`config.mk`:
```
export PLATFORM = sky130hd
export DESIGN_NAME = pic_service_ctrl
export DESIGN_NICKNAME = d
export VERILOG_FILES = /design/src/rtl/pic_service_ctrl.sv
export SDC_FILE = /design/constraint.sdc
export NUM_CORES = 1
export LEC_CHECK = 0
export CORE_AREA = 2 2 66 68
export CTS_CLUSTER_DIAMETER = 120
export CTS_CLUSTER_SIZE = 14
export DETAILED_ROUTE_END_ITERATION = 16
export DIE_AREA = 0 0 68 70
export PLACE_DENSITY_LB_ADDON = 0.05
export SYNTH_ARGS = -nofsm -noshare
export SYNTH_HDL_FRONTEND = slang
export SYNTH_SLANG_ARGS = --single-unit
```
`constraint.sdc`:
```
create_clock -name clk_i -period 2.2 [get_ports clk_i]
set_input_delay 0.33 -clock clk_i [delete_from_list [all_inputs] [get_ports clk_i]]
set_output_delay 0.33 -clock clk_i [all_outputs]
set_load 0.005 [all_outputs]
```
`src/rtl/pic_service_ctrl.sv`:
```
// Wishbone master that initialises an 8-input PIC, then services its interrupts:
// reads pending, arbitrates round-robin, presents the vector, and clears on EOI.
module pic_service_ctrl #(
    parameter logic [7:0]  EDGEN_INIT = 8'h00,
    parameter logic [7:0]  POL_INIT   = 8'h00,
    parameter logic [7:0]  MASK_INIT  = 8'hFF,
    parameter int unsigned TIMEOUT    = 16
) (
    input  logic       clk_i,
    input  logic       rst_i,
    output logic       m_cyc_o,
    output logic       m_stb_o,
    output logic       m_we_o,
    output logic [1:0] m_adr_o,
    output logic [7:0] m_dat_o,
    input  logic [7:0] m_dat_i,
    input  logic       m_ack_i,
    input  logic       int_i,
    input  logic       eoi_i,
    output logic       vec_valid_o,
    output logic [2:0] vec_o,
    input  logic       vec_ready_i,
    output logic       init_done_o,
    output logic       busy_o,
    output logic       spurious_o,
    output logic       err_o
);

    localparam int unsigned TW = $clog2(TIMEOUT + 1);

    typedef enum logic [3:0] {
        INIT_EDGE, INIT_POL, INIT_MASK, IDLE, RD_PEND, ARB, PRESENT, WAIT_EOI, CLR
    } state_e;

    state_e        state_q, state_d;
    logic          cyc_q, cyc_d;
    logic          we_q, we_d;
    logic [1:0]    adr_q, adr_d;
    logic [7:0]    dat_q, dat_d;
    logic [TW-1:0] tmo_q, tmo_d;
    logic          init_ok_q, init_ok_d;
    logic          init_done_q, init_done_d;
    logic          busy_q, busy_d;
    logic          spur_q, spur_d;
    logic          err_q, err_d;
    logic [7:0]    elig_q, elig_d;
    logic [2:0]    rr_q, rr_d;
    logic [2:0]    grant_q, grant_d;
    logic          vv_q, vv_d;
    logic [2:0]    vec_q, vec_d;

    logic          bus_state, timed_out, xfer_done, arb_hit;
    logic [7:0]    rd_data;
    logic [2:0]    cand, arb_idx;

    always_comb begin
        state_d     = state_q;
        cyc_d       = cyc_q;
        we_d        = we_q;
        adr_d       = adr_q;
        dat_d       = dat_q;
        tmo_d       = tmo_q;
        init_ok_d   = init_ok_q;
        init_done_d = init_done_q;
        spur_d      = 1'b0;
        err_d       = err_q;
        elig_d      = elig_q;
        rr_d        = rr_q;
        grant_d     = grant_q;
        vv_d        = vv_q;
        vec_d       = vec_q;
        cand        = '0;
        arb_idx     = '0;
        arb_hit     = 1'b0;

        bus_state = (state_q == INIT_EDGE) || (state_q == INIT_POL) || (state_q == INIT_MASK) ||
                    (state_q == RD_PEND) || (state_q == CLR);
        timed_out = cyc_q && !m_ack_i && (tmo_q == TW'(TIMEOUT - 1));
        xfer_done = cyc_q && (m_ack_i || timed_out);
        rd_data   = m_ack_i ? m_dat_i : '0;

        // Each bus state issues exactly one transaction; its first cycle doubles as the idle gap.
        if (bus_state && !cyc_q) begin
            cyc_d = 1'b1;
            tmo_d = '0;
            case (state_q)
                INIT_EDGE: begin we_d = 1'b1; adr_d = 2'b00; dat_d = EDGEN_INIT; end
                INIT_POL:  begin we_d = 1'b1; adr_d = 2'b01; dat_d = POL_INIT; end
                INIT_MASK: begin we_d = 1'b1; adr_d = 2'b10; dat_d = MASK_INIT; end
                RD_PEND:   begin we_d = 1'b0; adr_d = 2'b11; dat_d = '0; end
                default:   begin we_d = 1'b1; adr_d = 2'b11; dat_d = 8'b1 << grant_q; end
            endcase
        end else if (cyc_q) begin
            if (xfer_done) cyc_d = 1'b0;
            else           tmo_d = tmo_q + TW'(1);
            if (timed_out) err_d = 1'b1;
        end

        for (int unsigned i = 0; i < 8; i++) begin
            cand = rr_q + 3'(i);
            if (!arb_hit && elig_q[cand]) begin
                arb_hit = 1'b1;
                arb_idx = cand;
            end
        end

        case (state_q)
            INIT_EDGE: if (xfer_done) begin
                if (timed_out) init_ok_d = 1'b0;
                state_d = INIT_POL;
            end
            INIT_POL: if (xfer_done) begin
                if (timed_out) init_ok_d = 1'b0;
                state_d = INIT_MASK;
            end
            INIT_MASK: if (xfer_done) begin
                init_done_d = init_ok_q && !timed_out;
                state_d     = IDLE;
            end
            IDLE: if (int_i) state_d = RD_PEND;
            RD_PEND: if (xfer_done) begin
                elig_d = rd_data & ~MASK_INIT;
                if ((rd_data & ~MASK_INIT) == 8'h00) begin
                    spur_d  = 1'b1;
                    state_d = IDLE;
                end else begin
                    state_d = ARB;
                end
            end
            ARB: begin
                grant_d = arb_idx;
                vec_d   = arb_idx;
                rr_d    = arb_idx + 3'd1;
                vv_d    = 1'b1;
                state_d = PRESENT;
            end
            PRESENT: if (vec_ready_i) begin
                vv_d    = 1'b0;
                state_d = WAIT_EOI;
            end
            WAIT_EOI: if (eoi_i) state_d = CLR;
            CLR: if (xfer_done) state_d = IDLE;
            default: state_d = INIT_EDGE;
        endcase

        busy_d = (state_d != IDLE);
    end

    always_ff @(posedge clk_i) begin
        if (rst_i) begin
            state_q     <= INIT_EDGE;
            cyc_q       <= 1'b0;
            we_q        <= 1'b0;
            adr_q       <= '0;
            dat_q       <= '0;
            tmo_q       <= '0;
            init_ok_q   <= 1'b1;
            init_done_q <= 1'b0;
            busy_q      <= 1'b0;
            spur_q      <= 1'b0;
            err_q       <= 1'b0;
            elig_q      <= '0;
            rr_q        <= '0;
            grant_q     <= '0;
            vv_q        <= 1'b0;
            vec_q       <= '0;
        end else begin
            state_q     <= state_d;
            cyc_q       <= cyc_d;
            we_q        <= we_d;
            adr_q       <= adr_d;
            dat_q       <= dat_d;
            tmo_q       <= tmo_d;
            init_ok_q   <= init_ok_d;
            init_done_q <= init_done_d;
            busy_q      <= busy_d;
            spur_q      <= spur_d;
            err_q       <= err_d;
            elig_q      <= elig_d;
            rr_q        <= rr_d;
            grant_q     <= grant_d;
            vv_q        <= vv_d;
            vec_q       <= vec_d;
        end
    end

    assign m_cyc_o     = cyc_q;
    assign m_stb_o     = cyc_q;
    assign m_we_o      = we_q;
    assign m_adr_o     = adr_q;
    assign m_dat_o     = dat_q;
    assign vec_valid_o = vv_q;
    assign vec_o       = vec_q;
    assign init_done_o = init_done_q;
    assign busy_o      = busy_q;
    assign spurious_o  = spur_q;
    assign err_o       = err_q;

endmodule

```
# == After elaboration in Yosys (flattened, before gate mapping) ==
# Memory sizes are Yosys's and may differ from the RTL's. A register that Yosys moved wholly into a read port is not among the register bits.
# Cells that the tools add are included.
# word_totals
ff_bits,33
mem_bits_ro,64
input_bits,14
word_cells,134
n_memories,8
# memory_table
memory,depth,width,read_ports,rd_clocked_by_memory_dff,write_ports,line,text
(no name shown),8,1,1,0,0,101,if (!arb_hit && elig_q[cand]) begin
(no name shown),8,1,1,0,0,101,
(no name shown),8,1,1,0,0,101,
(no name shown),8,1,1,0,0,101,
(no name shown),8,1,1,0,0,101,
(no name shown),8,1,1,0,0,101,
2 more memories,n/a,n/a,n/a,n/a,n/a,n/a,
# op_classes
add_sub_neg,9
order_cmp,8
eq_ne,11
shifts,1
mux,41
bitwise,3
n_reduce_logical,39
# op_table
cell,count
$lt A3 B4 Y1 const B,8
$mux W3,10
$pmux W4 S7,1
$mux W4,6
$mux W1,21
$eq A4 B3 Y1 const B,4
$pmux W8 S2,1
$add A3 B3 Y3 const B,4
$logic_and A1 B1 Y1,12
$logic_not A1 Y1,10
$eq A4 B2 Y1 const B,2
$shl A1 B3 Y8 const A,1
$add A3 B1 Y3 const B,2
$add A3 B2 Y3 const B,2
$pmux W2 S3,1
$reduce_and A2 Y1,3
$reduce_and A3 Y1,2
$reduce_or A2 Y1,3
$reduce_or A3 Y1,2
$add A5 B1 Y5 const B,1
$eq A5 B4 Y1 const B,1
$logic_or A1 B1 Y1,5
$eq A4 B1 Y1 const B,1
$eq A4 B4 Y1 const B,1
6 further kinds,8

# == Longest topological paths before layout ==
# logic_depth
depth_word,27
mapped_depth,8

# == Worst setup path after synthesis ==
# OpenSTA, ideal clock, no wires.
# synth_path
path_type,register to register
startpoint,register tmo_q[0]
endpoint,register busy_q (netlist: busy_o)
setup_ns,0.059
arrival_ns,1.820
required_time_ns,2.141
path_slack_ns,0.321
stages_incl_launch_ff,9
n_path_buf,0
period_less_slack_ns,1.879
cell_sequence,dfxtp_1 > ha_1 > and3_1 > ha_1 > o21ai_2 > nor2_1 > a221oi_1 > o21a_1 > o31a_1
# synth_between
elab_chain_len,7
# synth_rtl
item,line,text
"start, declared",40,"logic [TW-1:0] tmo_q, tmo_d;"
"start signal, assigned",173,tmo_q <= tmo_d;
$eq A5 B4 Y1 *,78,timed_out = cyc_q && !m_ack_i && (tmo_q == TW'(TIMEOUT - 1));
$logic_and A1 B1 Y1 *,78,
$logic_or A1 B1 Y1 *,79,xfer_done = cyc_q && (m_ack_i || timed_out);
$logic_and A1 B1 Y1 *,79,
$mux W4 (on tied branches),n/a,
$pmux W4 S7 *,107,case (state_q)
$ne A4 B2 Y1 *,146,busy_d = (state_d != IDLE);
"end signal, assigned",176,busy_q <= busy_d;
"end, declared",43,"logic busy_q, busy_d;"
# Every way passes the cells marked *; elsewhere a longest branch is shown, timed or not.
# A chain may end at the register's enable or synchronous reset.

# == Final worst setup path ==
# layout_path
startpoint,register tmo_q[0]
endpoint,register tmo_q[2]
# layout_between
elab_chain_len,6
# layout_rtl
item,line
$eq A5 B4 Y1,78
$logic_and A1 B1 Y1,78
$logic_or A1 B1 Y1,79
$logic_and A1 B1 Y1,79
$not A1 Y1 (no source line),n/a
$reduce_and A2 Y1 (no source line),n/a
# Parallel ways exist; a longest one is shown, timed or not.

==> impl_metrics.yaml <==
global_routing:
  grt_max_degree: 18
  track_usage: 0.110
  antenna_found_initial: 0
  grt_pass1_vias: 851
  grt_pass1_wl_um: 4060
  met1_usage: 0.160
  top_usage_layer: "met1"
  grtUsageMet3: 0.0258
  grt_use_met2: 0.159
  grt.overflow.total: 0
cts:
  holdBufCountCts: 0
  clk_pin_slew_worst_paths_ps: 80
  clk_latency_ps: 260
  clk_path_buf_depth: 2
  root_buffer: "clkbuf_8"
  cts_made_buffers: 3
  cts.sinks: 21
  h-tree-depth: 1
  tritoncts: "built"
route:
  detail-route-antenna-nets: 0
  wl_um: 2550
  drt-vias-per-instance: 4.82
  routed_wire_length_per_instance_um: 12.6
  via_count: 973
  drt-initial-drc-count: 21
  drc_errors: 0
  drt_first_pass_iters: 4
sta:
  fin_tns_setup_ps: 0
  fin_skew_ps: 2.39
  rsz0062_at_grt: "false"
  worst_pin_slew_ps: 584
  maxClockFrequency_mhz: 509
  slew_headroom: 0.610
  final_max_slew_viol_count: 0
  finalHoldViolCount: 0
  fin_crit_ps: 1960
  period_share: 0.892
  setup_violations: 0
cells_and_area:
  final_common_cell: "clkdlybuf4s50_1"
  multi_input_area_um2: 568
  n_antenna_cell: 0
  final_area_um2: 1420
  register_area_um2: 420
  fin_util: 0.342
  drive_gt1_frac: 0.140
  syn2layout_area_growth_pct: 22.2
  nFillCells: 439
  final_cell_mix: "clkdlybuf4s50_1, dfxtp_1, nor2_1"
  final_nets: 167
die:
  core_um2: 4140
  dieHeight_um: 70
  die_x_um: 68
  die_area_um2: 4760
  io_pins: 35
  initial_core_util: 0.280
  core.rowCount: 24
setup_path:
  crit_path_start_kind: "register"
  critPathKind: "reg2reg"
  cp_max_fo: 7
  worstSetupEndpointType: "register"
  critPathRequiredTime_ps: 2390
  path_cells: "ha_1, and3_1, ha_1, buf_4, nor3b_4, buf_4, nand2_1, xor2_1, nor3_1"
  cp_slowest_cell: "dfxtp_1"
  cp.arrival_ps: 2150
  critPathMaxStageDelay_ps: 340
pwr:
  peakVddDrop_v: 0.000183
  power.total_mw: 0.765
  powerDensity_nw_per_um2: 539
  power.leakage_nw: 0.512
status:
  outcome: "finished clean"
synthesis:
  syn_avg_cell_area_um2: 8.67
  syn_area_um2: 1160
  synth-seq-cells: 21
  yosys_warnings: 0
  synth_top_cell_by_area: "dfxtp_1"
  synth_area_leaders: "dfxtp_1, buf_4, nor2_1"
  ys_seq_area_frac: 0.362
  synth_top_area_frac: 0.362
  syn_inst: 134
  synth_cell_types: 39
run:
  cap_violations: 0
placed_design:
  hpwlAfterDp_um: 1840
  numPortBuffers: 23
  place_congestion: 0.730
  placed_cell_area_um2: 1360
min_path:
  hold_class: "reg2reg"
per-stage QoR:
step                hold slack, ps  cells  setup WS, ps
global placement               438    196           244
CTS                            452    200           220
global route                   471    202          29.2
floorplan                      422    136           321
finish                         448    202           237
detailed placement             437    196           238
synth_stat cells:
cell type   n
a2111oi_0   4
a211oi_2    1
a21oi_1     7
a221oi_1    1
a2bb2oi_2   1
a311oi_1    3
a31oi_1     2
and3_1      1
and4_1      1
buf_2       3
buf_4      11
buf_6       4
clkbuf_1    4
conb_1      1
dfxtp_1    21
ha_1        2
inv_1       6
maj3_2      1
mux2_2      1
mux2i_1     3
nand2_1     5
nand3_1     2
nand4_1     4
nor2_1     18
nor2_4      1
nor2b_1     1
nor3_1     10
nor3_2      1
nor3b_4     1
nor4_1      1
nor4_2      1
o21a_1      1
o21ai_0     3
o21ai_2     1
o31a_1      1
o31ai_1     1
o41ai_1     1
xnor2_1     1
xor2_1      2
cell families after synthesis:
family          synth area share
compound gates             0.173
xor+xnor                  0.0226
fa+ha+maj                 0.0312
buf+inv                    0.155
flops                      0.362
mux                       0.0356
other cells              0.00323
simple gates               0.217
path summary, 6_finish.rpt:
kind	from	endpoint	slack (ps)	cells past startpoint
max	tmo_q[0]	tmo_q[2]	240	9
max reg2reg	tmo_q[0]	tmo_q[2]	240	9
min	init_ok_q	init_ok_q	450	2
min reg2reg	init_ok_q	init_ok_q	450	2
critical path, delay by kind of cell (launching register included):
| kind | cells | cell delay [ps] |
|---|---|---|
| and+or+nand+nor | 4 | 670 |
| adders and majority gates | 2 | 420 |
| DFF | 1 | 340 |
| buffers and inverters | 2 | 330 |
| xor gates and xnor gates | 1 | 140 |
timing repair:
| action | CTS | global route |
|---|---|---|
| buffers inserted | 0 | 2 |
| resized for setup | 0 | 0 |
| setup endpoints to repair | 0 | 1 |
| endpoints found under the hold margin | 0 | 0 |
where the power goes:
part	total, mW	switching (mW)	internal, mW
Clock	0.254	0.125	0.129
Combinational	0.111	0.0541	0.0567
Sequential	0.401	0.0101	0.391
metal layers:
layer / vias up / wire [µm]
met4: 0 / 19
met5: - / 0
met2: 21 / 1100
met1: 455 / 1340
li1: 495 / -
met3: 2 / 95
sequential cells by signal, indices dropped and copies added (netlist names), 2 cells and up:
name and flops:
m_adr_o 2, m_dat_o 2, state_q 4, tmo_q 5
layout make-up:
type	count	area share
Multi-Input combinational cell	87	0.400
Inverter	6	0.0159
Timing Repair Buffer	32	0.210
Tap cell	52	0.0459
Clock buffer	4	0.0317
Sequential cell	21	0.296
Power figures use the tool's default switching activity.
